[config.mk]
export PLATFORM = sky130hd
export DESIGN_NAME = tlc_input_conditioner
export DESIGN_NICKNAME = d
export VERILOG_FILES = /design/src/rtl/tlc_input_conditioner.sv
export SDC_FILE = /design/constraint.sdc
export NUM_CORES = 1
export LEC_CHECK = 0
export CORE_MARGIN = 5
export CORE_UTILIZATION = 45
export CTS_CLUSTER_DIAMETER = 60
export CTS_CLUSTER_SIZE = 28
export DETAILED_ROUTE_END_ITERATION = 16
export GPL_ROUTABILITY_DRIVEN = 0
export GPL_TIMING_DRIVEN = 0
export HOLD_SLACK_MARGIN = 0.12
export MAX_ROUTING_LAYER = met4
export PLACE_DENSITY = 0.71
export SLEW_MARGIN = 20
export SYNTH_ARGS = -nofsm -noshare
export SYNTH_HDL_FRONTEND = slang
export SYNTH_SLANG_ARGS = --single-unit
[constraint.sdc]
create_clock -name clk -period 2.4 [get_ports clk]
set_input_delay 0.48 -clock clk [delete_from_list [all_inputs] [get_ports clk]]
set_output_delay 0.48 -clock clk [all_outputs]
set_load 0.02 [all_outputs]
[src/rtl/tlc_input_conditioner.sv]
// Front end for the traffic light controller: sensor synchronise/debounce, minute-of-day clock, peak flag.
// Optional macro SENSOR_HOLD_EN stretches each sensor release by HOLD_CYCLES cycles.
module tlc_input_conditioner #(
  parameter int DEB_CYCLES    = 8,
  parameter int TICKS_PER_MIN = 60,
  parameter int PEAK1_START   = 480,
  parameter int PEAK1_END     = 600,
  parameter int PEAK2_START   = 1020,
  parameter int PEAK2_END     = 1140,
  parameter int HOLD_CYCLES   = 16
) (
  input  logic        clk,
  input  logic        reset,
  input  logic        sensor1_raw,
  input  logic        sensor2_raw,
  input  logic        peak_force,
  input  logic        time_load,
  input  logic [10:0] time_load_val,
  output logic        sensor1,
  output logic        sensor2,
  output logic        peak,
  output logic [10:0] minute_of_day,
  output logic        minute_tick
);

  localparam int DW = (DEB_CYCLES > 1) ? $clog2(DEB_CYCLES) : 1;
  localparam int PW = $clog2(TICKS_PER_MIN);
  localparam int HW = (HOLD_CYCLES > 1) ? $clog2(HOLD_CYCLES + 1) : 1;

  // A window with START >= END is disabled; windows never wrap past midnight.
  function automatic logic in_window(input logic [10:0] m, input int s, input int e);
    return (s < e) && (int'(m) >= s) && (int'(m) < e);
  endfunction

  logic [1:0] raw_s;
  logic [1:0] sens_s;

  assign raw_s   = {sensor2_raw, sensor1_raw};
  assign sensor1 = sens_s[0];
  assign sensor2 = sens_s[1];

  for (genvar i = 0; i < 2; i++) begin : g_ch
    logic          meta_r;
    logic          sync_r;
    logic          deb_r;
    logic          deb_nxt_s;
    logic [DW-1:0] dcnt_r;
    logic [DW-1:0] dcnt_nxt_s;

    // Two-flop synchroniser for the asynchronous raw sensor
    always_ff @(posedge clk or negedge reset) begin
      if (!reset) begin
        meta_r <= 1'b0;
        sync_r <= 1'b0;
      end else begin
        meta_r <= raw_s[i];
        sync_r <= meta_r;
      end
    end

    // Debounce next-state: any agreement with the output restarts the count
    always_comb begin
      deb_nxt_s  = deb_r;
      dcnt_nxt_s = '0;
      if (sync_r == deb_r) begin
        dcnt_nxt_s = '0;
      end else if (dcnt_r == DW'(DEB_CYCLES - 1)) begin
        deb_nxt_s  = ~deb_r;
        dcnt_nxt_s = '0;
      end else begin
        dcnt_nxt_s = dcnt_r + DW'(1);
      end
    end

    // Debounce state registers
    always_ff @(posedge clk or negedge reset) begin
      if (!reset) begin
        deb_r  <= 1'b0;
        dcnt_r <= '0;
      end else begin
        deb_r  <= deb_nxt_s;
        dcnt_r <= dcnt_nxt_s;
      end
    end

`ifdef SENSOR_HOLD_EN
    logic          out_r;
    logic [HW-1:0] hcnt_r;

    // Release stretch; a debounced re-assertion cancels the hold without a glitch
    always_ff @(posedge clk or negedge reset) begin
      if (!reset) begin
        out_r  <= 1'b0;
        hcnt_r <= '0;
      end else if (deb_nxt_s) begin
        out_r  <= 1'b1;
        hcnt_r <= '0;
      end else if (deb_r) begin
        out_r  <= (HOLD_CYCLES != 0);
        hcnt_r <= HW'(HOLD_CYCLES);
      end else if (hcnt_r == HW'(1)) begin
        out_r  <= 1'b0;
        hcnt_r <= '0;
      end else if (hcnt_r != '0) begin
        hcnt_r <= hcnt_r - HW'(1);
      end else begin
        out_r  <= 1'b0;
      end
    end

    assign sens_s[i] = out_r;
`else
    assign sens_s[i] = deb_r;
`endif
  end

`ifndef SENSOR_HOLD_EN
  // HOLD_CYCLES and HW only matter for the release stretch
  logic hold_unused_s;
  assign hold_unused_s = (HOLD_CYCLES != 0) && (HW != 0);
`endif

  logic [PW-1:0] pcnt_r;
  logic [10:0]   minute_r;
  logic          tick_r;
  logic          peak_r;
  logic          wrap_s;
  logic [10:0]   load_val_s;
  logic [10:0]   m_next_s;

  // Next minute value: a load beats a coincident prescaler wrap
  always_comb begin
    wrap_s     = (pcnt_r == PW'(TICKS_PER_MIN - 1));
    load_val_s = (time_load_val > 11'd1439) ? 11'd0 : time_load_val;
    m_next_s   = minute_r;
    if (time_load) begin
      m_next_s = load_val_s;
    end else if (wrap_s) begin
      m_next_s = (minute_r == 11'd1439) ? 11'd0 : minute_r + 11'd1;
    end else begin
      m_next_s = minute_r;
    end
  end

  // Prescaler, minute clock, tick and peak registers
  always_ff @(posedge clk or negedge reset) begin
    if (!reset) begin
      pcnt_r   <= '0;
      minute_r <= 11'd0;
      tick_r   <= 1'b0;
      peak_r   <= 1'b0;
    end else begin
      if (time_load || wrap_s) begin
        pcnt_r <= '0;
      end else begin
        pcnt_r <= pcnt_r + PW'(1);
      end
      minute_r <= m_next_s;
      tick_r   <= wrap_s && !time_load;
      peak_r   <= peak_force
                | in_window(m_next_s, PEAK1_START, PEAK1_END)
                | in_window(m_next_s, PEAK2_START, PEAK2_END);
    end
  end

  assign minute_of_day = minute_r;
  assign minute_tick   = tick_r;
  assign peak          = peak_r;

endmodule

==> results by group, run 1 <==
CTS
  • Hold-fix buffer count after cts: 0
  • Clk sinks: 31
  • H-tree depth: 2
  • Max clock buf depth: 2
  • Clock root buffer: clkbuf_4
  • CTS buffer count: 5
  • Clk slew on worst S/H paths: 0.11 ns
  • Worst skew pair latency: 0.34 ns
  • CTS tree: done

Layout
  • Multi-input gate area in the final layout: 818.3 sq um
  • Design area: 2110 sq um
  • Layout cell share with drive strength beyond 1: 0.1675
  • Nets: 213
  • Seq. cell area: 777.0 sq um
  • Fillers: 310
  • Final antenna diode count: 0
  • Layout area overhead: 33.49%

Logic synthesis
  • Seq/Total Area, Yosys: 0.4909
  • Post-synth EDFFs: 0
  • Most frequent cells after synthesis: dfrtp_1, nand2_1, nor3_1
  • Top cells by area, synth: dfrtp_1, ha_1, xnor2_1
  • Synth Area in Compound Gates: 0.1378
  • Multiplexer area fraction after synthesis: 0.02059
  • Mapped Nets: 170
  • Cell Area, Synth: 1580 sq um
  • Count leader, synth: dfrtp_1
  • Flops & latches, synth: 31
  • Distinct cells, synth: 47
  • XOR/XNOR Fraction of Synth Area: 0.07759
  • Synth Warn #: 0
  • Synth async-reset ratio: 1.000
  • Post-synthesis adder-cell area fraction: 0.04751
  • Post-Syn Area per Cell: 10.75 sq um
  • Largest family of logic cells by synthesized area: simple AND/OR/NAND/NOR gates
  • Post-Syn Instances: 147
  • Top-area cell type share of the netlist area: 0.4909
  • Simple-Gate Fraction of Synth Area: 0.2082
  • Cell taking the most area after synthesis: dfrtp_1
  • Dominant synthesized flop cell: dfrtp_1

STA
  • Hold Vio Cnt, Final: 0
  • Worst slew pin tran: 0.6830 ns
  • Setup violators final: 0
  • Rel. slew slack: 0.5447
  • Worst Skew: 0.01394 ns
  • RSZ-0062 raised after global routing: no
  • Final worst path period share: 0.9603
  • Pins Over Slew Limit: 0
  • Setup TNS: 0 ns
  • Final min period: 2.305 ns
  • Final worst setup slack: 0.09522 ns
  • Fmax: 433.9 MHz
  • Hold WS: 0.1645 ns

Routing
  • Via density: 5.658
  • Antenna-violating nets left: 0
  • Drt first pass iters: 4
  • First-iteration detailed-routing DRC count: 37
  • Wire per inst: 15.57 microns
  • Wirelength, routed: 3.691 mm
  • Drt drc: 0
  • DR vias: 1341

Floorplan
  • Cell Rows: 21
  • Core area: 3363 sq um
  • Area of the die: 4797 sq um
  • IO Pins: 32
  • Initial Util: 0.4699
  • Chip width: 69.26 microns
  • Chip height: 69.26 microns

Placed design
  • Placed wire-length estimate: 2.697 mm
  • Number of I/O port buffers: 31
  • Worst slack, placed: -0.2722 ns
  • Post-DP Area: 1943 sq um

Setup path
  • Worst Path Max Fanout: 4
  • Setup crit start kind: flop
  • Worst setup startpoint: minute_of_day[0]$_DFF_PN0_
  • Data required, critical path: 2.65 ns
  • Setup crit end kind: flop
  • Critical path arrival: 2.56 ns
  • Kind of critical path: reg -> reg
  • Worst R2R Start: minute_of_day[0]$_DFF_PN0_

GRT
  • First-pass GRT wire length: 6.092 mm
  • Remaining Overflow, GRT: 0
  • All-layer global routing usage: 0.1621
  • Initial antenna violation count: 0
  • Number of global-route vias before repair: 1338
  • Largest net degree at the start of global routing: 32

Power
  • Final Total Pwr: 1.454 mW
  • Max rail drop VDD: 487.7 uV
  • Lkg Pwr: 0.8935 nW
  • Pwr/cell area: 689.4 nW/um^2

Min path
  • Min-Delay Path Class: in -> async

Outcome
  • Outcome: complete, no violations

Job
  • Max Cap Viol: 0
==> power by group <==
part / internal [mW] / leakage [nW] / switching, mW / total (mW)
registers: 0.602 / 0.397 / 0.0608 / 0.663
logic: 0.186 / 0.448 / 0.174 / 0.360
clock network: 0.246 / 0.0482 / 0.186 / 0.432
total: 1.03 / 0.893 / 0.421 / 1.45
==> flip-flops by register name (all words and copies together), names as in the netlist <==
| name | cells |
|---|---|
| minute_tick | 1 |
| minute_of_day | 11 |
| sensor1 | 1 |
| g_ch.sync_r | 2 |
| pcnt_r | 6 |
| sensor2 | 1 |
| peak | 1 |
| g_ch.dcnt_r | 6 |
| g_ch.meta_r | 2 |
==> final timing paths <==
| check | end | slack (ns) | depth (start not counted) |
|---|---|---|---|
| max in group asynchronous | minute_of_day[0]$_DFF_PN0_ | 1.75 | 1 |
| worst min register to register | g_ch[1].sync_r$_DFF_PN0_ | 0.36 | 0 |
| worst max register to register | peak$_DFF_PN0_ | 0.1 | 8 |
| min in group clk | g_ch[1].sync_r$_DFF_PN0_ | 0.36 | 0 |
| worst min-delay path | g_ch[0].meta_r$_DFF_PN0_ | 0.16 | 1 |
| worst max-delay path | peak$_DFF_PN0_ | 0.1 | 8 |
==> kinds of logic after synthesis <==
logic type	count (synthesis)
AOI/OAI and AO/OA	27
muxes	3
adders and majority gates	6
and+or+nand+nor	59
buffers and inverters	7
xor gates and xnor gates	14
DFF	31
==> worst max-delay path, cell delays in order (launching register included) <==
cell and delay, ns:
dfrtp_2 0.42, ha_4 0.16, or4b_4 0.47, nor3_4 0.27, nand2_2 0.11, a21oi_4 0.17, o311ai_4 0.12, o41a_1 0.45
o41ai_2 0.05
==> per-stage QoR <==
stage | utilization | instances
6_report | 0.6272 | 237
5_1_grt | 0.6272 | 237
4_1_cts | 0.6060 | 233
3_5_place_dp | 0.5778 | 224
3_3_place_gp | 0.5792 | 224
2_1_floorplan | - | 147
==> repair_timing <==
action / CTS / global route
setup buffers: 1 / 4
gates resized for setup: 1 / 6
gates cloned: 0 / 0
pin swaps: 0 / 2
endpoints found under the setup margin: 1 / 1
==> layout make-up <==
class	instances	area share
Clock inverter	2	0.01661
Inverter	5	0.008897
Sequential cell	31	0.3683
Multi-Input combinational cell	109	0.3879
Tap cell	46	0.02728
Buffer	2	0.004152
Clock buffer	6	0.02432
Timing Repair Buffer	36	0.1625
==> cells in the final DEF (no fill, tap or decap), types with 3 or more instances in the layout <==
| cell | instances |
|---|---|
| a21oi_1 | 3 |
| and2_1 | 4 |
| buf_4 | 5 |
| clkbuf_4 | 5 |
| clkdlybuf4s50_1 | 30 |
| dfrtp_1 | 30 |
| ha_1 | 5 |
| inv_1 | 3 |
| nand2_1 | 15 |
| nand3_1 | 8 |
| nor2_1 | 5 |
| nor3_1 | 10 |
| o21ai_1 | 4 |
| xnor2_1 | 8 |
| xor2_1 | 6 |
==> layer usage <==
layer,routed length [microns],vias to the layer above,track usage
li1,-,620,-
met1,1462,660,0.1810
met2,1910,50,0.2606
met3,225,11,0.04928
met4,94,0,0.08460
met5,0,-,-
Note: power is estimated with default switching activity, not from simulation.
==> run 2: changes to the inputs <==
--- a/config.mk
+++ b/config.mk
@@ -5,6 +5,7 @@
 export SDC_FILE = /design/constraint.sdc
 export NUM_CORES = 1
 export LEC_CHECK = 0
+export CAP_MARGIN = 0
 export CORE_MARGIN = 5
 export CORE_UTILIZATION = 45
 export CTS_CLUSTER_DIAMETER = 60
@@ -15,6 +16,7 @@
 export HOLD_SLACK_MARGIN = 0.12
 export MAX_ROUTING_LAYER = met4
 export PLACE_DENSITY = 0.71
+export SKIP_LAST_GASP = 1
 export SLEW_MARGIN = 20
 export SYNTH_ARGS = -nofsm -noshare
 export SYNTH_HDL_FRONTEND = slang
==> results of run 2 <==
Final layout, timing and power as in run 1 (identical DEF).
==> run 3: changes to the inputs <==
--- a/config.mk
+++ b/config.mk
@@ -8,7 +8,6 @@
 export CAP_MARGIN = 0
 export CORE_MARGIN = 5
 export CORE_UTILIZATION = 45
-export CTS_CLUSTER_DIAMETER = 60
 export CTS_CLUSTER_SIZE = 28
 export DETAILED_ROUTE_END_ITERATION = 16
 export GPL_ROUTABILITY_DRIVEN = 0
==> results of run 3 <==
Final layout, timing and power as in run 1 (identical DEF).
